[src/rtl/sense_seq_ctrl.sv]
// sense_seq_ctrl: LED excite / settle / sample / clear sequencer for the
// comparator latch, with synchronized, debounced sampling and a hit counter.
module sense_seq_ctrl #(
  parameter int EXCITE_CYCLES = 16,
  parameter int SETTLE_CYCLES = 8,
  parameter int DEBOUNCE      = 4,
  parameter int PERIOD_CYCLES = 256,
  parameter int CLR_CYCLES    = 2
) (
  input  logic       clk,
  input  logic       rst,
  input  logic       ena,
  input  logic       run,
  input  logic       cmp_in,
  input  logic       cnt_clr,
  output logic       led_en,
  output logic       latch_clr,
  output logic       sample_valid,
  output logic       sample_bit,
  output logic [7:0] hit_count,
  output logic       busy
);

  localparam int TW = $clog2(PERIOD_CYCLES + 1);
  localparam int DW = $clog2(DEBOUNCE + 1);

  localparam logic [TW-1:0] T_EXC_END =
    TW'(EXCITE_CYCLES - 1);
  localparam logic [TW-1:0] T_SET_END =
    TW'(EXCITE_CYCLES + SETTLE_CYCLES - 1);
  localparam logic [TW-1:0] T_CLR_END =
    TW'(EXCITE_CYCLES + SETTLE_CYCLES + CLR_CYCLES);
  localparam logic [TW-1:0] T_PER_END =
    TW'(PERIOD_CYCLES - 1);
  localparam logic [DW-1:0] DEB_LAST =
    DW'(DEBOUNCE - 1);

  typedef enum logic [2:0] {
    IDLE,
    EXCITE,
    SETTLE,
    SAMPLE,
    CLEAR,
    WAIT
  } state_t;

  state_t          state_q;
  state_t          state_d;
  logic [TW-1:0]   t_q;
  logic [TW-1:0]   t_d;
  logic [1:0]      sync_q;
  logic [DW-1:0]   deb_q;
  logic            filt_q;
  logic            samp_q;
  logic [7:0]      hit_q;

  // cmp_in is asynchronous to clk; two flops before anything looks at it
  always_ff @(posedge clk or posedge rst) begin
    if (rst) begin
      sync_q <= 2'b00;
    end else begin
      sync_q <= {sync_q[0], cmp_in};
    end
  end

  always_ff @(posedge clk or posedge rst) begin
    if (rst) begin
      deb_q  <= '0;
      filt_q <= 1'b0;
    end else if (sync_q[1] != filt_q) begin
      if (deb_q == DEB_LAST) begin
        deb_q  <= '0;
        filt_q <= sync_q[1];
      end else begin
        deb_q <= deb_q + 1'b1;
      end
    end else begin
      deb_q <= '0;
    end
  end

  always_comb begin
    state_d = state_q;
    unique case (state_q)
      IDLE:    if (run) state_d = EXCITE;
      EXCITE:  if (t_q == T_EXC_END) state_d = SETTLE;
      SETTLE:  if (t_q == T_SET_END) state_d = SAMPLE;
      SAMPLE:  state_d = CLEAR;
      CLEAR:   if (t_q == T_CLR_END) state_d = run ? WAIT : IDLE;
      WAIT:    if (t_q >= T_PER_END) state_d = run ? EXCITE : IDLE;
      default: state_d = IDLE;
    endcase
    if (!ena) state_d = IDLE;
  end

  // period timer reads 0 on the first EXCITE cycle of every period
  always_comb begin
    t_d = t_q + 1'b1;
    if (state_q == IDLE) t_d = '0;
    if (state_d == EXCITE && state_q != EXCITE) t_d = '0;
  end

  always_ff @(posedge clk or posedge rst) begin
    if (rst) begin
      state_q <= IDLE;
      t_q     <= '0;
    end else begin
      state_q <= state_d;
      t_q     <= t_d;
    end
  end

  always_ff @(posedge clk or posedge rst) begin
    if (rst) begin
      samp_q <= 1'b0;
      hit_q  <= 8'd0;
    end else begin
      if (state_q == SAMPLE) samp_q <= filt_q;
      if (cnt_clr) begin
        hit_q <= 8'd0;
      end else if (state_q == SAMPLE && filt_q && hit_q != 8'hff) begin
        hit_q <= hit_q + 8'd1;
      end
    end
  end

  // outputs decode straight from the state flops so rst drops them at once
  assign led_en       = (state_q == EXCITE) || (state_q == SETTLE);
  assign latch_clr    = (state_q == CLEAR);
  assign sample_valid = (state_q == SAMPLE);
  assign sample_bit   = (state_q == SAMPLE) ? filt_q : samp_q;
  assign hit_count    = hit_q;
  assign busy         = (state_q != IDLE);

endmodule

[config.mk]
export PLATFORM = sky130hd
export DESIGN_NAME = sense_seq_ctrl
export DESIGN_NICKNAME = d
export VERILOG_FILES = /design/src/rtl/sense_seq_ctrl.sv
export SDC_FILE = /design/constraint.sdc
export NUM_CORES = 1
export LEC_CHECK = 0
export BUFFER_PORTS_ARGS = -buffer_cell sky130_fd_sc_hd__buf_2
export CAP_MARGIN = 20
export CORE_MARGIN = 3
export CORE_UTILIZATION = 55
export CTS_CLUSTER_DIAMETER = 60
export CTS_CLUSTER_SIZE = 28
export DETAILED_ROUTE_END_ITERATION = 8
export GPL_TIMING_DRIVEN = 0
export PLACE_DENSITY = 0.79
export SYNTH_ARGS = -nofsm -noshare
export SYNTH_HDL_FRONTEND = slang
export SYNTH_SLANG_ARGS = --single-unit
[constraint.sdc]
create_clock -name clk -period 2.5 [get_ports clk]
set_input_delay 0.125 -clock clk [delete_from_list [all_inputs] [get_ports clk]]
set_output_delay 0.125 -clock clk [all_outputs]
set_load 0.01 [all_outputs]
Yosys cells after proc, flatten, opt, wreduce, memory -nomap -nowiden
Index checks and enable logic that the tools add are counted.

word-level totals
  flip-flop bits (word level) = 27
  bits of input ports = 6
  output and inout port bits = 13
  logic and storage cells = 48

cells by class
  add/subtract/negate cells = 3
  magnitude comparators = 1
  equality and inequality tests = 13
  multiplexer cells = 16
  reductions and logical operators = 8

operators with widths
  kind                                                                                 count
  3-bit 2-to-1 mux                                                                     9
  9-bit by 5-bit == test with 1-bit output, second input constant                      2
  9-bit 2-to-1 mux                                                                     2
  3-bit case mux with 6 select lines                                                   1
  8-bit 2-to-1 mux                                                                     2
  9-bit by 1-bit adder with 9-bit output, second input constant                        1
  3-bit by 2-bit == test with 1-bit output, second input constant                      3
  9-bit by 4-bit == test with 1-bit output, second input constant                      1
  9-bit by 8-bit greater-or-equal comparator with 1-bit output, second input constant  1
  8-bit by 1-bit adder with 8-bit output, second input constant                        1
  8-bit inequality test, second input constant                                         1
  3-bit by 1-bit == test with 1-bit output, second input constant                      2
  3-bit == test, second input constant                                                 2
  3-bit by 1-bit adder with 3-bit output, second input constant                        1
  1-bit logical AND                                                                    3
  3-bit zero test                                                                      1
  3-bit by 1-bit inequality test with 1-bit output, second input constant              1
  3-bit nonzero test                                                                   1
  1-bit 2-to-1 mux                                                                     2
  2-bit AND reduction                                                                  1
  2-bit nonzero test                                                                   1
  1-bit logical OR                                                                     1
  1-bit inequality test                                                                1

Logic depth before layout (Yosys ltp)
  word-level depth = 7
  gate-level depth with buffers = 8
  depth with buffers taken out = 8

Worst setup path before layout
No wires, ideal clock.

  path type = reg2reg
  start point = register t_q[0]
  end point = register t_q[2]
  library setup time = 0.072 ns
  arrival = 1.885 ns
  required time = 2.428 ns
  path slack = 0.544 ns
  cell stages (with the launch flop) = 9
  buffers on the path = 0
  clock period less this slack = 1.956 ns
  cell sequence = dfrtp_1 > ha_1 > nand2_1 > nor3_1 > ha_1 > or4b_1 > o2111ai_2 > o21ai_4 > nor2_1

on the way
  word-level cells in the longest chain between the ends = 7
  elaborated cells between the ends (all ways) = 15
  those cells by class = add/sub: 1; order compare: 1; eq/ne: 4; mux: 8; reduce/logical: 1

RTL lines
  item                                                                                        RTL line  source
  start, declared                                                                             49        logic [TW-1:0] t_q;
  start signal, assigned                                                                      109       t_q <= t_d;
  9-bit by 8-bit greater-or-equal comparator with 1-bit output, or another cell as far along  90        WAIT: if (t_q >= T_PER_END) state_d = run ? EXCITE : IDLE;
  3-bit 2-to-1 mux, on equally long branches                                                  n/a
  3-bit case mux with 6 select lines                                                          84        unique case (state_q)
  3-bit 2-to-1 mux                                                                            93        if (!ena) state_d = IDLE;
  3-bit by 1-bit == test with 1-bit output                                                    100       if (state_d == EXCITE && state_q != EXCITE) t_d = '0;
  1-bit logical AND                                                                           100
  9-bit 2-to-1 mux (*)                                                                        100
  named net t_d[2]                                                                            50        logic [TW-1:0] t_d;

The timed path passes the listed nets; every way through them passes the cells marked *.
A chain may end at the register's enable or synchronous reset.

Final worst setup path
  start point = register t_q[0]
  end point = register t_q[6]

The elaborated chain is that of the path after synthesis.

==> metrics.csv <==
stage,metric,value,unit
outcome,status,finished clean,
pwr,vdd_drop_max,384,µV
logic_synthesis,synth_edf_count,0,
timing,final_hold_viol_count,0,
floorplan,die_y,56.7,µm
final_layout,drive_gt1_frac,0.213,
pwr,leakagePower,0.769,nW
timing,clock_skew,0.0109,ns
logic_synthesis,synth.net_count,147,
logic_synthesis,synthMuxAreaShare,0.0230,
logic_synthesis,synth_top_family_by_area,simple AND/OR/NAND/NOR gates,
final_layout,areaGrowthSynthToFinish,13.8,%
final_layout,multi_input_area,694,µm²
timing,timing.final.crit_share,0.856,
grt,grt_pass1_wl,4430,µm
logic_synthesis,synth_xor_area_frac,0.0867,
clocking,cts.clk_slew.worst_paths,0.13,ns
clocking,root_buffer,clkbuf_4,
logic_synthesis,avgSynthCellArea,10.4,µm²
critical_path,timing.rr.end,t_q[6],
clocking,clk_latency,0.33,ns
hold_path,min_path_cells,3,
pwr,p_comb_frac,0.133,
hold_path,holdPathEnd,state_q[0],
timing,max_freq,468,MHz
timing,worst_pin_slew,0.363,ns
grt,grt_pass1_vias,998,
timing,finalSetupViolCount,0,
logic_synthesis,yosysUniqueCellTypes,38,
hold_path,min_path_type,in2reg,
timing,rsz0062_at_grt,no,
route,wl,2570,µm
critical_path,cp-start-kind,flop,
logic_synthesis,synth_fa_ha_area_frac,0.0442,
floorplan,dieArea,3210,µm²
route,vias_per_cell,5.49,
logic_synthesis,synth-seq-cells,27,
pwr,power_frac_seq,0.626,
pwr,p_total,0.774,mW
grt,grt_usage,0.176,
logic_synthesis,synth-compound-area-share,0.0903,
clocking,numCtsBuffers,3,
final_layout,seqCellArea,676,µm²
final_layout,fillCellCount,176,
critical_path,worst_setup_path_end_kind,flop,
final_layout,n_antenna_cell,0,
floorplan,core,2320,µm²
critical_path,crit_type,reg2reg,
logic_synthesis,synthArstFlopShare,1.00,
floorplan,rows,17,
logic_synthesis,syn_area,1410,µm²
logic_synthesis,yosys.area_share.simple,0.247,
clocking,htree_levels,1,
critical_path,rrSetupSlack,0.36,ns
logic_synthesis,syn_inst,136,
final_layout,nets,172,
route,ant_nets,0,
timing,fin_crit,2.14,ns
clocking,cts_tree,yes,
job,maxCapViolations,0,
critical_path,crit_required,2.76,ns
pwr,switching_share,0.260,
timing,maxSlewHeadroom,0.758,
logic_synthesis,synth_warnings,0,
pwr,power_frac_clock,0.241,
critical_path,crit_path_max_fanout,9,
critical_path,cp_data_arrival_time,2.40,ns
timing,tns,0,ns
pwr,power.density,481,nW/µm²
hold_path,worstHoldStart,ena,
route,dr.pass1.iters,4,
critical_path,ff2ff_path_depth,8,
floorplan,ios,19,
route,drc_errors,0,
place,portBuffers,17,
route,vias,1032,
logic_synthesis,yosysSeqAreaShare,0.478,
floorplan,die_w,56.7,µm
grt,grt_max_degree,28,
critical_path,regToRegStartpoint,t_q[0],
pwr,p_int,0.573,mW
pwr,p_switching,0.201,mW
grt,antenna_found_initial,0,
final_layout,postLayoutCoreUtil,0.694,
route,drt_iter0_drc,37,
timing,maxSlewViolCount,0,
place,gp_congestion,0.824,
route,wire_per_inst,13.7,µm
floorplan,start_util,0.610,
grt,grt.overflow.total,0,
clocking,clkSinkCount,27,
clocking,cts_buffer_depth,2,
place,hpwlAfterDp,1830,µm
clocking,cts_setup_buffers,0,
logic_synthesis,synth_flop_cell,dfrtp_1,
[cell usage after synthesis (2+ instances only)]
library cell	number	area, µm²
dfrtp_1	27	676
nor2_1	26	97.6
nand2_1	10	37.5
xnor2_1	7	61.3
xor2_1	7	61.3
ha_1	5	62.6
inv_1	4	15.0
nand3_1	4	20.0
nor3_1	4	20.0
nand2b_1	3	18.8
nand4_1	3	18.8
nor2b_1	3	18.8
a21oi_1	2	10.0
and3_1	2	12.5
and3b_1	2	17.5
and4_1	2	17.5
mux2_2	2	22.5
nor3b_1	2	15.0
or4b_1	2	20.0
[critical path, cell delays in order, from the launching register on]
cell and delay [ns]:
dfrtp_1 0.43, ha_1 0.25, nand2_1 0.14, nor3_1 0.07
ha_1 0.17, or4b_1 0.51, o2111ai_2 0.27, o21ai_4 0.13
nor2_1 0.13
[how the worst max path moves through the flow]
stage | from | end | slack (ns) | cells past startpoint
after floorplan | t_q[0] | t_q[2] | 0.54 | 8
after global placement | t_q[0] | t_q[2] | 0.42 | 8
after detailed placement | t_q[0] | t_q[6] | 0.38 | 8
after CTS | t_q[0] | t_q[6] | 0.36 | 8
after global routing | t_q[0] | t_q[7] | 0.23 | 8
final | t_q[0] | t_q[6] | 0.36 | 8
[registers in the layout, indices dropped and copies added, names as in the netlist]
register and cells:
hit_count 8, state_q 3, samp_q 1, filt_q 1, deb_q 3, t_q 9, sync_q 2
[layout by cell type (no fill, tap or decap), types with 2 or more instances in the layout]
master	instances
xor2_1	7
a21oi_1	2
inv_1	4
nor3b_1	2
dfrtp_1	27
nor3_1	4
and4_1	2
xnor2_1	7
and3_1	2
nand2_1	10
nand3_1	4
nor2_1	26
or4b_1	2
dlygate4sd3_1	2
mux2_2	2
nand4_1	3
nor2b_1	3
buf_2	18
nand2b_1	3
ha_1	5
clkbuf_4	3
and3b_1	2
[stage by stage]
| stage | instances | area [µm²] | hold slack, ns | worst slack (ns) |
|---|---|---|---|---|
| CTS | 186 | 1570 | 0.0149 | 0.361 |
| detailed placement | 181 | 1530 | 0.235 | 0.383 |
| global placement | 181 | 1530 | 0.232 | 0.417 |
| finish | 188 | 1610 | 0.0419 | 0.361 |
| floorplan | 136 | 1410 | 0.156 | 0.544 |
| global route | 188 | 1610 | 0.0248 | 0.229 |
[power by group through the flow]
stage	Combinational [mW]	Sequential, mW	Clock (mW)
4_1_cts	0.0978	0.484	0.197
3_5_place_dp	0.0959	0.493	0
3_3_place_gp	0.0905	0.490	0
6_report	0.103	0.484	0.187
2_1_floorplan	0.0743	0.487	0
5_1_grt	0.117	0.489	0.218
[final cells by class]
class	instances	share of cell area
Clock inverter	1	0.00311
Sequential cell	27	0.420
Tap cell	28	0.0218
Multi-Input combinational cell	100	0.432
Buffer	5	0.0179
Timing Repair Buffer	20	0.0824
Clock buffer	3	0.0140
Inverter	4	0.00933
[timing repair]
action	4_1_cts	5_1_grt
hold endpoints to repair	1	5
gates resized for setup	0	0
hold buffers	1	1
[cell families (layout without fill, tap and decap cells)]
logic type / after synthesis / in the layout
DFF: 27 / 27
muxes: 3 / 3
buffers and inverters: 9 / 33
adders and majority gates: 5 / 5
xor gates and xnor gates: 14 / 14
and+or+nand+nor: 67 / 67
AOI/OAI and AO/OA: 11 / 11
[metal layers]
| layer | track usage | share of wire | up-vias |
|---|---|---|---|
| met1 | 0.238 | 0.47 | 482 |
| met4 | 0.0814 | 0.016 | 0 |
| met2 | 0.276 | 0.47 | 26 |
| met3 | 0.0299 | 0.043 | 4 |
| li1 | - | - | 520 |
| met5 | 0 | 0 | - |
(Power assumes the default switching activity.)
